**src/rtl/noc_mm_ctrl_pkg.sv**
```systemverilog
// Shared definitions for the noc_mm control/status register block.
// Holds the register offsets, the CTRL/STATUS bit positions, the AXI
// response codes and a byte-lane merge helper used by every RW register.
package noc_mm_ctrl_pkg;

  // Byte offsets of the register map
  localparam logic [7:0] OFF_CTRL   = 8'h00;
  localparam logic [7:0] OFF_STATUS = 8'h04;
  localparam logic [7:0] OFF_M1     = 8'h08;
  localparam logic [7:0] OFF_M3     = 8'h10;
  localparam logic [7:0] OFF_A_LO   = 8'h14;
  localparam logic [7:0] OFF_D_HI   = 8'h28;
  localparam logic [7:0] OFF_CYCLES = 8'h2C;
  localparam logic [7:0] OFF_END    = 8'h30;

  // CTRL bits
  localparam int CTRL_START = 0;
  localparam int CTRL_CLR   = 1;
  localparam int CTRL_IE    = 2;

  // STATUS bits
  localparam int STAT_BUSY  = 0;
  localparam int STAT_DONE  = 1;
  localparam int STAT_ERROR = 2;

  localparam logic [1:0] RESP_OKAY   = 2'b00;
  localparam logic [1:0] RESP_SLVERR = 2'b10;

  // Merge new_val into old_val on the byte lanes enabled in strb.
  function automatic logic [31:0] apply_strb(input logic [31:0] old_val,
                                             input logic [31:0] new_val,
                                             input logic [3:0]  strb);
    logic [31:0] res;
    res = old_val;
    for (int i = 0; i < 4; i++) begin
      if (strb[i]) res[8*i +: 8] = new_val[8*i +: 8];
    end
    return res;
  endfunction

endpackage

```
**src/rtl/noc_mm_axil_if.sv**
```systemverilog
// AXI4-Lite slave handshake engine.
// Captures AW and W independently (either order), then issues a one-cycle
// wr_en strobe once both are held; the response is latched into B on the
// same edge. A read handshake produces a one-cycle rd_en strobe and the
// returned data/response are registered into R.
// Ports: clk_pl/rstn_pl, the five AXI-Lite channels, and the register-side
// wr_en/wr_addr/wr_data/wr_strb/wr_resp and rd_en/rd_addr/rd_data/rd_resp.
module noc_mm_axil_if #(
  parameter int S_ADDR_W = 8
) (
  input  logic                clk_pl,
  input  logic                rstn_pl,
  input  logic [S_ADDR_W-1:0] s_axil_awaddr,
  input  logic                s_axil_awvalid,
  output logic                s_axil_awready,
  input  logic [31:0]         s_axil_wdata,
  input  logic [3:0]          s_axil_wstrb,
  input  logic                s_axil_wvalid,
  output logic                s_axil_wready,
  output logic [1:0]          s_axil_bresp,
  output logic                s_axil_bvalid,
  input  logic                s_axil_bready,
  input  logic [S_ADDR_W-1:0] s_axil_araddr,
  input  logic                s_axil_arvalid,
  output logic                s_axil_arready,
  output logic [31:0]         s_axil_rdata,
  output logic [1:0]          s_axil_rresp,
  output logic                s_axil_rvalid,
  input  logic                s_axil_rready,
  output logic                wr_en,
  output logic [S_ADDR_W-1:0] wr_addr,
  output logic [31:0]         wr_data,
  output logic [3:0]          wr_strb,
  input  logic [1:0]          wr_resp,
  output logic                rd_en,
  output logic [S_ADDR_W-1:0] rd_addr,
  input  logic [31:0]         rd_data,
  input  logic [1:0]          rd_resp
);

  logic                awready_q, awready_d, wready_q, wready_d;
  logic                aw_done_q, aw_done_d, w_done_q, w_done_d;
  logic [S_ADDR_W-1:0] awaddr_q, awaddr_d;
  logic [31:0]         wdata_q, wdata_d;
  logic [3:0]          wstrb_q, wstrb_d;
  logic                bvalid_q, bvalid_d;
  logic [1:0]          bresp_q, bresp_d;
  logic                arready_q, arready_d, rvalid_q, rvalid_d;
  logic [31:0]         rdata_q, rdata_d;
  logic [1:0]          rresp_q, rresp_d;
  logic                aw_hs, w_hs;

  always_comb begin
    aw_hs    = s_axil_awvalid & awready_q;
    w_hs     = s_axil_wvalid & wready_q;
    // Both beats held: this is the commit cycle
    wr_en    = aw_done_q & w_done_q;
    wr_addr  = awaddr_q;
    wr_data  = wdata_q;
    wr_strb  = wstrb_q;

    aw_done_d = wr_en ? 1'b0 : (aw_done_q | aw_hs);
    w_done_d  = wr_en ? 1'b0 : (w_done_q | w_hs);
    awaddr_d  = aw_hs ? s_axil_awaddr : awaddr_q;
    wdata_d   = w_hs ? s_axil_wdata : wdata_q;
    wstrb_d   = w_hs ? s_axil_wstrb : wstrb_q;
    bvalid_d  = wr_en | (bvalid_q & ~s_axil_bready);
    bresp_d   = wr_en ? wr_resp : bresp_q;
    // A channel is ready only when it holds no beat and no response is pending;
    // this also raises the readies on the first edge out of reset.
    awready_d = ~aw_done_d & ~bvalid_d;
    wready_d  = ~w_done_d & ~bvalid_d;

    rd_en     = s_axil_arvalid & arready_q;
    rd_addr   = s_axil_araddr;
    rvalid_d  = rd_en | (rvalid_q & ~s_axil_rready);
    rdata_d   = rd_en ? rd_data : rdata_q;
    rresp_d   = rd_en ? rd_resp : rresp_q;
    arready_d = ~rvalid_d;
  end

  always_ff @(posedge clk_pl or negedge rstn_pl) begin
    if (!rstn_pl) begin
      awready_q <= 1'b0;
      wready_q  <= 1'b0;
      aw_done_q <= 1'b0;
      w_done_q  <= 1'b0;
      awaddr_q  <= '0;
      wdata_q   <= '0;
      wstrb_q   <= '0;
      bvalid_q  <= 1'b0;
      bresp_q   <= '0;
      arready_q <= 1'b0;
      rvalid_q  <= 1'b0;
      rdata_q   <= '0;
      rresp_q   <= '0;
    end else begin
      awready_q <= awready_d;
      wready_q  <= wready_d;
      aw_done_q <= aw_done_d;
      w_done_q  <= w_done_d;
      awaddr_q  <= awaddr_d;
      wdata_q   <= wdata_d;
      wstrb_q   <= wstrb_d;
      bvalid_q  <= bvalid_d;
      bresp_q   <= bresp_d;
      arready_q <= arready_d;
      rvalid_q  <= rvalid_d;
      rdata_q   <= rdata_d;
      rresp_q   <= rresp_d;
    end
  end

  assign s_axil_awready = awready_q;
  assign s_axil_wready  = wready_q;
  assign s_axil_bvalid  = bvalid_q;
  assign s_axil_bresp   = bresp_q;
  assign s_axil_arready = arready_q;
  assign s_axil_rvalid  = rvalid_q;
  assign s_axil_rdata   = rdata_q;
  assign s_axil_rresp   = rresp_q;

endmodule

```
**src/rtl/noc_mm_ctrl_regs.sv**
```systemverilog
// Control/status registers for noc_mm_wrapper.
// Software programs M1/M2/M3 and the A/B/D DDR base addresses, writes START,
// then polls STATUS or waits for irq. The block counts busy cycles per run.
// Ports: clk_pl/rstn_pl, AXI4-Lite slave (s_axil_*), mm_start pulse out,
// mm_done/mm_error in, M1/M2/M3 and addr_matrix_a/b/d config out, irq out.
module noc_mm_ctrl_regs
  import noc_mm_ctrl_pkg::*;
#(
  parameter int MATRIXSIZE_W   = 24,
  parameter int AXI_ADDR_WIDTH = 64,
  parameter int S_ADDR_W       = 8
) (
  input  logic                      clk_pl,
  input  logic                      rstn_pl,
  input  logic [S_ADDR_W-1:0]       s_axil_awaddr,
  input  logic                      s_axil_awvalid,
  output logic                      s_axil_awready,
  input  logic [31:0]               s_axil_wdata,
  input  logic [3:0]                s_axil_wstrb,
  input  logic                      s_axil_wvalid,
  output logic                      s_axil_wready,
  output logic [1:0]                s_axil_bresp,
  output logic                      s_axil_bvalid,
  input  logic                      s_axil_bready,
  input  logic [S_ADDR_W-1:0]       s_axil_araddr,
  input  logic                      s_axil_arvalid,
  output logic                      s_axil_arready,
  output logic [31:0]               s_axil_rdata,
  output logic [1:0]                s_axil_rresp,
  output logic                      s_axil_rvalid,
  input  logic                      s_axil_rready,
  output logic                      mm_start,
  input  logic                      mm_done,
  input  logic                      mm_error,
  output logic [MATRIXSIZE_W-1:0]   M1,
  output logic [MATRIXSIZE_W-1:0]   M2,
  output logic [MATRIXSIZE_W-1:0]   M3,
  output logic [AXI_ADDR_WIDTH-1:0] addr_matrix_a,
  output logic [AXI_ADDR_WIDTH-1:0] addr_matrix_b,
  output logic [AXI_ADDR_WIDTH-1:0] addr_matrix_d,
  output logic                      irq
);

  logic                wr_en, rd_en;
  logic [S_ADDR_W-1:0] wr_addr, rd_addr;
  logic [31:0]         wr_data, rd_data;
  logic [3:0]          wr_strb;
  logic [1:0]          wr_resp, rd_resp;

  noc_mm_axil_if #(.S_ADDR_W(S_ADDR_W)) u_axil_if (
    .clk_pl         (clk_pl),
    .rstn_pl        (rstn_pl),
    .s_axil_awaddr  (s_axil_awaddr),
    .s_axil_awvalid (s_axil_awvalid),
    .s_axil_awready (s_axil_awready),
    .s_axil_wdata   (s_axil_wdata),
    .s_axil_wstrb   (s_axil_wstrb),
    .s_axil_wvalid  (s_axil_wvalid),
    .s_axil_wready  (s_axil_wready),
    .s_axil_bresp   (s_axil_bresp),
    .s_axil_bvalid  (s_axil_bvalid),
    .s_axil_bready  (s_axil_bready),
    .s_axil_araddr  (s_axil_araddr),
    .s_axil_arvalid (s_axil_arvalid),
    .s_axil_arready (s_axil_arready),
    .s_axil_rdata   (s_axil_rdata),
    .s_axil_rresp   (s_axil_rresp),
    .s_axil_rvalid  (s_axil_rvalid),
    .s_axil_rready  (s_axil_rready),
    .wr_en          (wr_en),
    .wr_addr        (wr_addr),
    .wr_data        (wr_data),
    .wr_strb        (wr_strb),
    .wr_resp        (wr_resp),
    .rd_en          (rd_en),
    .rd_addr        (rd_addr),
    .rd_data        (rd_data),
    .rd_resp        (rd_resp)
  );

  // Index 0/1/2 = M1/M2/M3 and A/B/D respectively
  logic [MATRIXSIZE_W-1:0]   msz_q [3];
  logic [MATRIXSIZE_W-1:0]   msz_d [3];
  logic [AXI_ADDR_WIDTH-1:0] base_q [3];
  logic [AXI_ADDR_WIDTH-1:0] base_d [3];
  logic        ie_q, ie_d, busy_q, busy_d, done_q, done_d, err_q, err_d;
  logic        mm_start_q, mm_start_d, irq_q, irq_d;
  logic [31:0] cycles_q, cycles_d;
  logic        start_acc, clr, done_evt;
  logic [63:0] wr_base, rd_base;
  logic [7:0]  wr_off, rd_off;
  logic [1:0]  wr_m_idx, wr_b_idx, rd_m_idx, rd_b_idx;

  function automatic logic addr_mapped(input logic [S_ADDR_W-1:0] a);
    return (a[1:0] == 2'b00) && (a < S_ADDR_W'(OFF_END));
  endfunction

  // Base-address registers alternate LO/HI every 4 bytes starting at 0x14,
  // so LO has address bit 2 set and HI has it clear.
  assign wr_off   = wr_addr[7:0];
  assign rd_off   = rd_addr[7:0];
  assign wr_m_idx = 2'((wr_off - OFF_M1) >> 2);
  assign rd_m_idx = 2'((rd_off - OFF_M1) >> 2);
  assign wr_b_idx = 2'((wr_off - OFF_A_LO) >> 3);
  assign rd_b_idx = 2'((rd_off - OFF_A_LO) >> 3);

  // Register writes, CTRL side effects and run control
  always_comb begin
    msz_d     = msz_q;
    base_d    = base_q;
    ie_d      = ie_q;
    start_acc = 1'b0;
    clr       = 1'b0;
    wr_resp   = RESP_OKAY;
    wr_base   = 64'(base_q[wr_b_idx]);
    if (wr_en) begin
      if (!addr_mapped(wr_addr)) begin
        wr_resp = RESP_SLVERR;
      end else if (busy_q && wr_off >= OFF_M1 && wr_off <= OFF_D_HI) begin
        // Config is frozen for the whole run
        wr_resp = RESP_SLVERR;
      end else if (wr_off == OFF_CTRL) begin
        if (wr_strb[0]) begin
          ie_d      = wr_data[CTRL_IE];
          start_acc = wr_data[CTRL_START] & ~busy_q;
          clr       = wr_data[CTRL_CLR];
        end
      end else if (wr_off >= OFF_M1 && wr_off <= OFF_M3) begin
        msz_d[wr_m_idx] = MATRIXSIZE_W'(apply_strb(32'(msz_q[wr_m_idx]), wr_data, wr_strb));
      end else if (wr_off >= OFF_A_LO && wr_off <= OFF_D_HI) begin
        if (wr_off[2]) wr_base[31:0]  = apply_strb(wr_base[31:0], wr_data, wr_strb);
        else           wr_base[63:32] = apply_strb(wr_base[63:32], wr_data, wr_strb);
        base_d[wr_b_idx] = AXI_ADDR_WIDTH'(wr_base);
      end
    end

    done_evt   = busy_q & mm_done;
    busy_d     = start_acc | (busy_q & ~done_evt);
    // A done event overrides a coincident CLR
    done_d     = (done_q & ~clr) | done_evt;
    err_d      = (err_q & ~clr) | (done_evt & mm_error);
    mm_start_d = start_acc;
    irq_d      = ie_q & (done_q | err_q);
    cycles_d   = cycles_q;
    if (start_acc)                          cycles_d = '0;
    else if (busy_q && cycles_q != '1)      cycles_d = cycles_q + 32'd1;
  end

  // Read mux; reflects current register state, so a read coinciding with an
  // update returns the pre-update value.
  always_comb begin
    rd_data = '0;
    rd_resp = RESP_OKAY;
    rd_base = 64'(base_q[rd_b_idx]);
    if (!addr_mapped(rd_addr)) begin
      rd_resp = RESP_SLVERR;
    end else if (rd_off == OFF_CTRL) begin
      rd_data[CTRL_IE] = ie_q;
    end else if (rd_off == OFF_STATUS) begin
      rd_data[STAT_BUSY]  = busy_q;
      rd_data[STAT_DONE]  = done_q;
      rd_data[STAT_ERROR] = err_q;
    end else if (rd_off >= OFF_M1 && rd_off <= OFF_M3) begin
      rd_data = 32'(msz_q[rd_m_idx]);
    end else if (rd_off >= OFF_A_LO && rd_off <= OFF_D_HI) begin
      rd_data = rd_off[2] ? rd_base[31:0] : rd_base[63:32];
    end else if (rd_off == OFF_CYCLES) begin
      rd_data = cycles_q;
    end
  end

  always_ff @(posedge clk_pl or negedge rstn_pl) begin
    if (!rstn_pl) begin
      for (int i = 0; i < 3; i++) begin
        msz_q[i]  <= '0;
        base_q[i] <= '0;
      end
      ie_q       <= 1'b0;
      busy_q     <= 1'b0;
      done_q     <= 1'b0;
      err_q      <= 1'b0;
      mm_start_q <= 1'b0;
      irq_q      <= 1'b0;
      cycles_q   <= '0;
    end else begin
      msz_q      <= msz_d;
      base_q     <= base_d;
      ie_q       <= ie_d;
      busy_q     <= busy_d;
      done_q     <= done_d;
      err_q      <= err_d;
      mm_start_q <= mm_start_d;
      irq_q      <= irq_d;
      cycles_q   <= cycles_d;
    end
  end

  assign mm_start      = mm_start_q;
  assign irq           = irq_q;
  assign M1            = msz_q[0];
  assign M2            = msz_q[1];
  assign M3            = msz_q[2];
  assign addr_matrix_a = base_q[0];
  assign addr_matrix_b = base_q[1];
  assign addr_matrix_d = base_q[2];

  // rd_en is implied by the registered R capture in the interface
  logic unused_rd_en;
  assign unused_rd_en = rd_en;

endmodule

```
**config.mk**
```make
export PLATFORM = sky130hd
export DESIGN_NAME = noc_mm_ctrl_regs
export DESIGN_NICKNAME = d
export VERILOG_FILES = /design/src/rtl/noc_mm_ctrl_pkg.sv /design/src/rtl/noc_mm_axil_if.sv /design/src/rtl/noc_mm_ctrl_regs.sv
export SDC_FILE = /design/constraint.sdc
export NUM_CORES = 1
export LEC_CHECK = 0
export CAP_MARGIN = 15
export CORE_MARGIN = 5
export CORE_UTILIZATION = 58
export DETAILED_ROUTE_END_ITERATION = 8
export GPL_TIMING_DRIVEN = 0
export PLACE_DENSITY = 0.86
export SYNTH_ARGS = -nofsm -noshare
export SYNTH_HDL_FRONTEND = slang
export SYNTH_HIERARCHICAL = 1
export SYNTH_SLANG_ARGS = --single-unit
```
**constraint.sdc**
```tcl
create_clock -name clk_pl -period 6.2 [get_ports clk_pl]
set_clock_uncertainty 0.1 [all_clocks]
set_input_delay 1.24 -clock clk_pl [delete_from_list [all_inputs] [get_ports clk_pl]]
set_output_delay 1.24 -clock clk_pl [all_outputs]
set_load 0.005 [all_outputs]
```
==> flow_summary.ini, run 1 <==
[power]
vdd_ir_drop_max_uv = 318.3
power.total_mw = 10.25
power.leakage_nw = 12.06
power_per_cell_area_mw_per_mm2 = 378.8

[place]
numPortBuffers = 359
gp_congestion = 1.013
placed_cells = 2705
dpl.hpwl_um = 57270

[clocking]
clk_pin_slew_ns = 0.06
cts_sinks = 389
cts_buffer_depth = 3
clock_latency_ns = 0.55
root_buffer = clkbuf_16
postCtsSetupBuffers = 0
ctsResizeCount = 0
hold_buffers = 0
cts_tree = done
htreeDepth = 2
cts_buffers = 42

[synthesis]
yosysMostFrequentCell = dfrtp_1
yosysTopAreaCell = dfrtp_1
async_reset_ff_share_pct = 100.0
ys_seq_area_share_pct = 45.38
synthesis.area_mm2 = 0.02145
ys.flop_type = dfrtp_1
synth_edf_count = 0
yosysUniqueCellTypes = 76
synthCells = 1874
avgSynthCellArea_um2 = 11.45
ys_top_cells_by_count = 389 x dfrtp_1, 303 x mux2_2, 138 x nand2_1
ys_warn_count = 6
yosysTopAreaCellShare_pct = 45.38
synth_seq_cells = 389
netlist_top_cells_area = dfrtp_1 45%, mux2_2 16%, mux2_1 4.6%

[worst_setup_path]
cp.arrival_ns = 5.51
path_max_fanout = 11
crit_type = input port to flip-flop
worstSetupEndpointType = flip-flop
worst_ep_required_time_ns = 6.54
critPathLaunchType = input port

[final_layout]
layout.nets = 2352
fillers = 2412
syn2layout_area_growth_pct = 26.15
drive_gt1_share_pct = 22.43
stdcell_count = 2779

[sta]
relSlewSlack_pct = 24.98
worst_pin_slew_ns = 1.125
finalCritPeriodShare_pct = 83.41
setup_tns_ns = 0
fmax_mhz = 193.4
rsz0062_at_grt = no
setup_violations = 0
maxSlewViolCount = 0
period_needed_ns = 5.172
hold_violations = 0

[floorplanning]
core_area_mm2 = 0.03652
initial_core_util_pct = 58.74
dieArea_mm2 = 0.04093
row_count = 70
die_h_um = 202.3
fp.dieW_um = 202.3
ios = 368

[grt]
grt_pass1_vias = 18580
grt_max_degree = 121
grt_usage_pct = 36.67
grt_pass1_wl_um = 116600
grt_overflow = 0
antenna_found_initial = 2

[detailed_routing]
ant_nets = 0
drc = 0
firstDrtPassIters = 8
wl_um = 77080
vias_per_cell = 6.678
vias = 18560
post_drt_wl_per_cell_um = 27.74
drtIter0Drc = 1870

[outcome]
status = finished, final reports clean

[run]
cap_violations = 0

[worst_hold_path]
hold_class = flip-flop to flip-flop
-- flip-flops by register name (all words and copies together) (netlist names), 2 cells and up --
| signal | cells |
|---|---|
| M1 | 24 |
| M2 | 24 |
| M3 | 24 |
| addr_matrix_a | 64 |
| addr_matrix_b | 64 |
| addr_matrix_d | 64 |
| cycles_q | 32 |
| u_axil_if/s_axil_bresp | 2 |
| u_axil_if/s_axil_rdata | 32 |
| u_axil_if/s_axil_rresp | 2 |
| u_axil_if/wr_addr | 8 |
| u_axil_if/wr_data | 32 |
| u_axil_if/wr_strb | 4 |
-- power by group --
part / total, mW / internal [mW] / switching, mW
clock: 2.48 / 1.43 / 1.05
combinational: 4.09 / 1.75 / 2.34
sequential: 3.68 / 2.99 / 0.686
total: 10.3 / 6.17 / 4.08
-- worst max-delay path, stage by stage --
cell and delay (ns):
buf_4 0.14, clkbuf_1 0.21, inv_1 0.11, clkbuf_1 0.66
ha_1 0.48, xnor2_1 0.19, buf_2 0.42, buf_2 0.33
buf_1 0.57, nor3_1 0.11, a211oi_1 0.58, a2111oi_2 0.15
mux2_2 0.32
-- cells in the final DEF (no fill, tap or decap), types with 13 or more instances in the layout --
cell,Yosys,layout
dfrtp_1,389,389
clkdlybuf4s50_1,0,358
mux2_2,303,303
nand2_1,138,138
nor2_1,134,134
mux2i_1,92,92
mux2_1,88,88
a21oi_1,82,82
clkbuf_1,68,73
a31oi_1,70,70
nand3b_1,65,65
clkbuf_16,0,43
buf_2,42,42
o21ai_0,42,42
a211oi_1,34,34
nor3_1,32,32
mux4_2,29,29
a21boi_0,20,20
buf_4,18,18
mux2_4,18,18
nand4_1,15,15
buf_6,13,13
-- per-stage QoR --
stage | setup slack (ns) | cell area, um^2 | utilization, % | hold slack [ns]
after floorplan | 2.016 | 21460 | - | 0.3603
after global placement | -12.84 | 25640 | 70.19 | 0.3861
after detailed placement | 0.6873 | 25720 | 70.43 | 0.3926
after CTS | 1.239 | 27060 | 74.08 | 0.4067
after global routing | 0.8553 | 27060 | 74.08 | 0.4245
final | 1.028 | 27060 | 74.10 | 0.4094
-- final cells by class --
cell class | count | area, um^2 | area share, %
Clock buffer | 58 | 1232 | 4.554
Tap cell | 468 | 585.6 | 2.164
Timing Repair Buffer | 362 | 3681 | 13.60
Antenna cell | 2 | 5.005 | 0.01849
Buffer | 150 | 780.7 | 2.885
Inverter | 13 | 48.80 | 0.1803
Clock inverter | 14 | 101.3 | 0.3745
Multi-Input combinational cell | 1323 | 10890 | 40.25
Sequential cell | 389 | 9734 | 35.97
-- metal layers --
| layer | global-route usage (%) | share of wire [%] |
|---|---|---|
| met4 | 15.42 | 5.4 |
| met2 | 58.53 | 46 |
| met3 | 11.68 | 12 |
| met5 | 0 | 0 |
| met1 | 46.50 | 37 |
-- path summary, 6_finish.rpt --
kind / from / endpoint / slack (ns) / depth (start not counted)
worst max register to register: u_axil_if/wr_addr[3] / addr_matrix_d[58] / 2.25 / 9
max in group asynchronous: rstn_pl / addr_matrix_a[61] / 4.50 / 2
worst min register to register: u_axil_if/wr_strb[1] / u_axil_if/wr_strb[1] / 0.41 / 1
worst min-delay path: u_axil_if/wr_strb[1] / u_axil_if/wr_strb[1] / 0.41 / 1
worst max-delay path: s_axil_araddr[2] / u_axil_if/s_axil_rdata[12] / 1.03 / 13
min in group asynchronous: rstn_pl / M3[7] / 0.51 / 1
-- cell families (layout without fill, tap and decap cells) --
kind of cell / count (synthesis) / in the layout / synth area share, %
simple gates: 462 / 462 / 10.80
compound gates: 312 / 312 / 9.950
other cells: 1 / 4 / 0.01748
fa+ha+maj: 10 / 10 / 0.5832
xor+xnor: 7 / 7 / 0.2858
mux: 530 / 530 / 29.12
flops: 389 / 389 / 45.38
buf+inv: 163 / 597 / 3.867
No activity file was read; power rests on OpenSTA's default activity.
==> inputs of run 2 (changes only) <==
- CORE_UTILIZATION: 58 -> 49
- PLACE_DENSITY: 0.86 -> 0.78
- clock period: 6.2 -> 4.65 ns (I/O delays scaled with it)
==> flow_summary.ini, run 2 (synthesized netlist as in run 1, its figures left out) <==
[worst_setup_path]
critPathMaxStageDelay_ns = 0.79
path_max_fanout = 12
r2r_slack_ns = 0.61
crit_type = input port to flip-flop
worst_ep_required_time_ns = 5.02
critPathLaunchType = input port
cp.arrival_ns = 4.94
reg2reg_depth = 9
cp_cell_sequence = buf_4 -> clkinv_1 -> clkbuf_1 -> ha_1 -> or3b_1 -> a221oi_1 -> o21ai_0 -> clkbuf_1 -> a211oi_1 -> a2111oi_2 -> mux2_2
startpoint = s_axil_araddr[3]
cp_slowest_cell = a211oi_1
rr_endpoint = addr_matrix_d[29]
worst_path_most_repeated_cell = clkbuf_1
rr_startpoint = u_axil_if/wr_addr[3]
worstSetupEndpointType = flip-flop

[floorplanning]
core_area_mm2 = 0.04317
dieArea_mm2 = 0.04807
initial_core_util_pct = 49.69
ios = 368
fp.dieW_um = 219.2
die_h_um = 219.2
row_count = 76

[final_layout]
multi_input_area_mm2 = 0.01093
stdcell_count = 2903
mostFrequentLayoutCells = 389 x dfrtp_1, 358 x clkdlybuf4s50_1, 303 x mux2_2
syn2layout_area_growth_pct = 27.62
fillers = 3462
drive_gt1_share_pct = 23.13
final_common_cell = dfrtp_1
seq_area_mm2 = 0.009734
postLayoutCellArea_mm2 = 0.02738
layout.nets = 2353

[sta]
fin_ws_ns = 0.07741
rsz0062_at_grt = no
fmax_mhz = 218.7
worst_pin_slew_ns = 1.099
maxSlewViolCount = 0
setup_violations = 0
hold_violations = 0
finalCritPeriodShare_pct = 98.34
relSlewSlack_pct = 25.95
period_needed_ns = 4.573
holdWs_ns = 0.1582

[clocking]
hold_buffers = 0
clk_pin_slew_ns = 0.06
cts_buffers = 44
cts_tree = done
htreeDepth = 2
cts_buffer_depth = 3
root_buffer = clkbuf_16
cts_sinks = 389
clock_latency_ns = 0.59

[detailed_routing]
post_drt_wl_per_cell_um = 27.03
firstDrtPassIters = 5
drtIter0Drc = 1760
vias = 18000
drc = 0
ant_nets = 0
wl_um = 78450
vias_per_cell = 6.201

[power]
power.leakage_nw = 12.12
vdd_ir_drop_max_uv = 333.1
power_per_cell_area_mw_per_mm2 = 509.3

[grt]
antenna_found_initial = 0
grt_overflow = 0
use_met1_pct = 43.13
busiest_layer = met2
grt_util_met3_pct = 9.808
grt_pass1_wl_um = 117300
grt_use_met2_pct = 49.88
grt_usage_pct = 32.08
grt_pass1_vias = 18300
grt_max_degree = 117

[place]
gp_congestion = 0.9691
dpl.hpwl_um = 58730
numPortBuffers = 359
placed_area_mm2 = 0.02587
placed_cells = 2822
post-place-ws_ns = -0.9067

[outcome]
status = finished, final reports clean

[run]
cap_violations = 0

[worst_hold_path]
hold_class = input port to async pin
==> run 2: cell count changes in the layout (fill, tap and decap cells not counted), sizes merged <==
cell      before  now
buf           86   87
clkinv        12   14
clkinvlp       1    3
bufinv         1    2
clkbuf       126  128
diode          2    1
==> run 2: power by group <==
part	switching (mW)	leakage [nW]	internal, mW
Sequential	0.905	5.29	3.99
Combinational	3.16	6.10	2.34
Clock	1.48	0.729	2.06
Total	5.55	12.1	8.40
==> run 2: timing repair <==
item	in CTS	in global routing
setup buffers	1	0
pin swaps	0	0
setup endpoints to repair	10	8
resized for setup	6	3
==> run 2: worst max path at each step <==
| stage | end | cells after the start |
|---|---|---|
| floorplan | u_axil_if/s_axil_rdata[12] | 12 |
| global placement | u_axil_if/s_axil_arready | 1 |
| detailed placement | u_axil_if/s_axil_rdata[11] | 13 |
| CTS | u_axil_if/s_axil_rdata[18] | 12 |
| global route | u_axil_if/s_axil_rdata[15] | 12 |
| finish | u_axil_if/s_axil_rdata[9] | 11 |
==> run 2: critical path: cells and delay by family <==
| kind | cells | cell delay, ns |
|---|---|---|
| buffers and inverters | 4 | 1.34 |
| and+or+nand+nor | 1 | 0.43 |
| muxes | 1 | 0.30 |
| adders and majority gates | 1 | 0.35 |
| AOI/OAI and AO/OA | 4 | 1.59 |
==> run 2: routing by layer <==
layer	vias to the layer above	wire, um	part of all wire (%)
met5	-	0	0
met4	0	2686	3.4
met3	147	8730	11
met2	1021	35820	46
li1	7750	-	-
met1	9084	31220	40
==> run 2: area by class of cell <==
cell class	count	area share (%)
Multi-Input combinational cell	1323	39.93
Sequential cell	389	35.56
Timing Repair Buffer	363	13.47
Clock buffer	62	4.748
Buffer	148	2.824
Tap cell	585	2.674
Clock inverter	19	0.5896
Inverter	13	0.1919
Antenna cell	1	0.009140
==> run 2: through the flow <==
stage	total power [mW]	utilization, %	setup TNS, ns
global placement	10.11	59.72	-5501.38
global route	14.44	63.41	0
finish	13.94	63.42	0
CTS	13.82	63.38	0
detailed placement	10.26	59.92	-18.54
floorplan	7.570	-	0
==> inputs of run 3 (changes only) <==
- CORE_UTILIZATION: 49 -> 40
- PLACE_DENSITY: 0.78 -> 0.66
- SLEW_MARGIN: unset -> 20
==> flow_summary.ini, run 3 (synthesized netlist as in run 1, its figures left out) <==
[sta]
fin_ws_ns = 0.05596
maxSlewViolCount = 0
holdWs_ns = 0.1328
setup_violations = 0
hold_violations = 0
rsz0062_at_grt = no
finalCritPeriodShare_pct = 98.80
period_needed_ns = 4.594
worst_pin_slew_ns = 1.079
relSlewSlack_pct = 27.34
fmax_mhz = 217.7
setup_tns_ns = 0

[worst_hold_path]
hold_class = input port to async pin

[floorplanning]
fp.dieW_um = 241.6
core_area_mm2 = 0.05287
die_h_um = 241.6
ios = 368
dieArea_mm2 = 0.05836
row_count = 84
initial_core_util_pct = 40.58

[grt]
grt_pass1_wl_um = 121300
antenna_found_initial = 0
grt_pass1_vias = 18250
grt_max_degree = 97
grt_overflow = 0
grt_usage_pct = 27.06

[worst_setup_path]
crit_family = buffers and inverters
worstSetupEndpointType = flip-flop
cp_cell_sequence = buf_4 -> clkbuf_1 -> clkinvlp_4 -> ha_1 -> xnor2_1 -> buf_2 -> buf_2 -> buf_4 -> mux2i_1 -> o32ai_1 -> o21ai_0 -> a211oi_1 -> mux2_2
critPathLaunchType = input port
rr_startpoint = u_axil_if/wr_addr[3]
cp_num_buf_inv = 6
path_max_fanout = 10
worst_ep_required_time_ns = 5.01
startpoint = s_axil_araddr[2]
critPathMaxStageDelay_ns = 0.67
cp.arrival_ns = 4.95
crit_type = input port to flip-flop
cp_slowest_cell = o21ai_0

[power]
power_switching_mw = 5.594
clkPwrFrac_pct = 26.6
power_per_cell_area_mw_per_mm2 = 514.1
seqPwrFrac_pct = 34.3
vdd_ir_drop_max_uv = 341.3
p_int_mw = 8.597
power.leakage_nw = 12.18
p_comb_share_pct = 39.2
swShare_pct = 39.42
power.total_mw = 14.19

[clocking]
clock_latency_ns = 0.59
cts_buffers = 46
cts_buffer_depth = 3
root_buffer = clkbuf_16
clk_pin_slew_ns = 0.06
cts_sinks = 389
htreeDepth = 2
hold_buffers = 0
cts_tree = done

[detailed_routing]
vias = 17740
drc = 0
drtIter0Drc = 1624
vias_per_cell = 5.894
wl_um = 82410
ant_nets = 0
post_drt_wl_per_cell_um = 27.39
firstDrtPassIters = 5

[place]
gp_congestion = 0.9604
post-place-ws_ns = -0.9689
dpl.hpwl_um = 61640
numPortBuffers = 359

[final_layout]
utilization_pct = 52.22
diodes = 0
layout.nets = 2357
drive_gt1_share_pct = 22.83
mostFrequentLayoutCells = 389 x dfrtp_1, 358 x clkdlybuf4s50_1, 303 x mux2_2
final_common_cell = dfrtp_1
syn2layout_area_growth_pct = 28.68
fillers = 4669

[run]
cap_violations = 0

[outcome]
status = finished, final reports clean
-- run 3: cell types whose count changed in the layout (fill, tap and decap cells not counted), sizes merged --
| cell | change |
|---|---|
| clkbuf | +9 |
| clkinv | -6 |
| buf | +2 |
| clkinvlp | -2 |
| bufinv | +1 |
| diode | -1 |
-- run 3: power by group through the flow --
stage	clock network [mW]	logic [mW]	registers, mW
5_1_grt	3.94	5.85	4.92
3_5_place_dp	0	5.47	4.88
6_report	3.77	5.56	4.87
2_1_floorplan	0	3.02	4.55
4_1_cts	3.81	5.50	4.83
3_3_place_gp	0	5.36	4.86
-- run 3: final cells by class --
cell class	instances	area (um^2)	area share [%]
buffer	148	773.2	2.801
multi-input combinational	1323	10890	39.46
sequential	389	9734	35.26
clock buffer	71	1416	5.131
timing repair buffer	365	3727	13.50
inverter	13	53.80	0.1949
clock inverter	12	146.4	0.5303
tap	688	860.8	3.118
-- run 3: final timing paths --
| check | slack [ns] | cells past startpoint | end |
|---|---|---|---|
| setup / recovery | 0.06 | 13 | u_axil_if/s_axil_rdata[0] |
| hold / removal | 0.13 | 1 | addr_matrix_b[57] |
| setup reg to reg | 0.63 | 9 | addr_matrix_b[54] |
| hold reg to reg | 0.40 | 1 | u_axil_if/wr_strb[2] |
| max in group asynchronous | 2.98 | 3 | u_axil_if/s_axil_arready |
| min in group clk_pl | 0.40 | 1 | u_axil_if/wr_strb[2] |
-- run 3: through the flow --
step	instance area [um^2]	std cells
after floorplan	21460	1875
after global routing	27610	3009
final	27610	3009
after detailed placement	26030	2926
after CTS	27590	3008
after global placement	25910	2922
-- run 3: timing repair --
action                     in CTS  in global routing
setup buffers                   1                  0
setup endpoints to repair      17                  0
gates resized for setup         2                  0
-- run 3: per-layer routing --
metal / global-route usage [%] / vias up / part of all wire (%)
met4: 6.328 / 0 / 2.4
met3: 7.248 / 135 / 8.2
met1: 35.06 / 9109 / 41
li1: - / 7742 / -
met5: 0 / - / 0
met2: 45.69 / 750 / 48
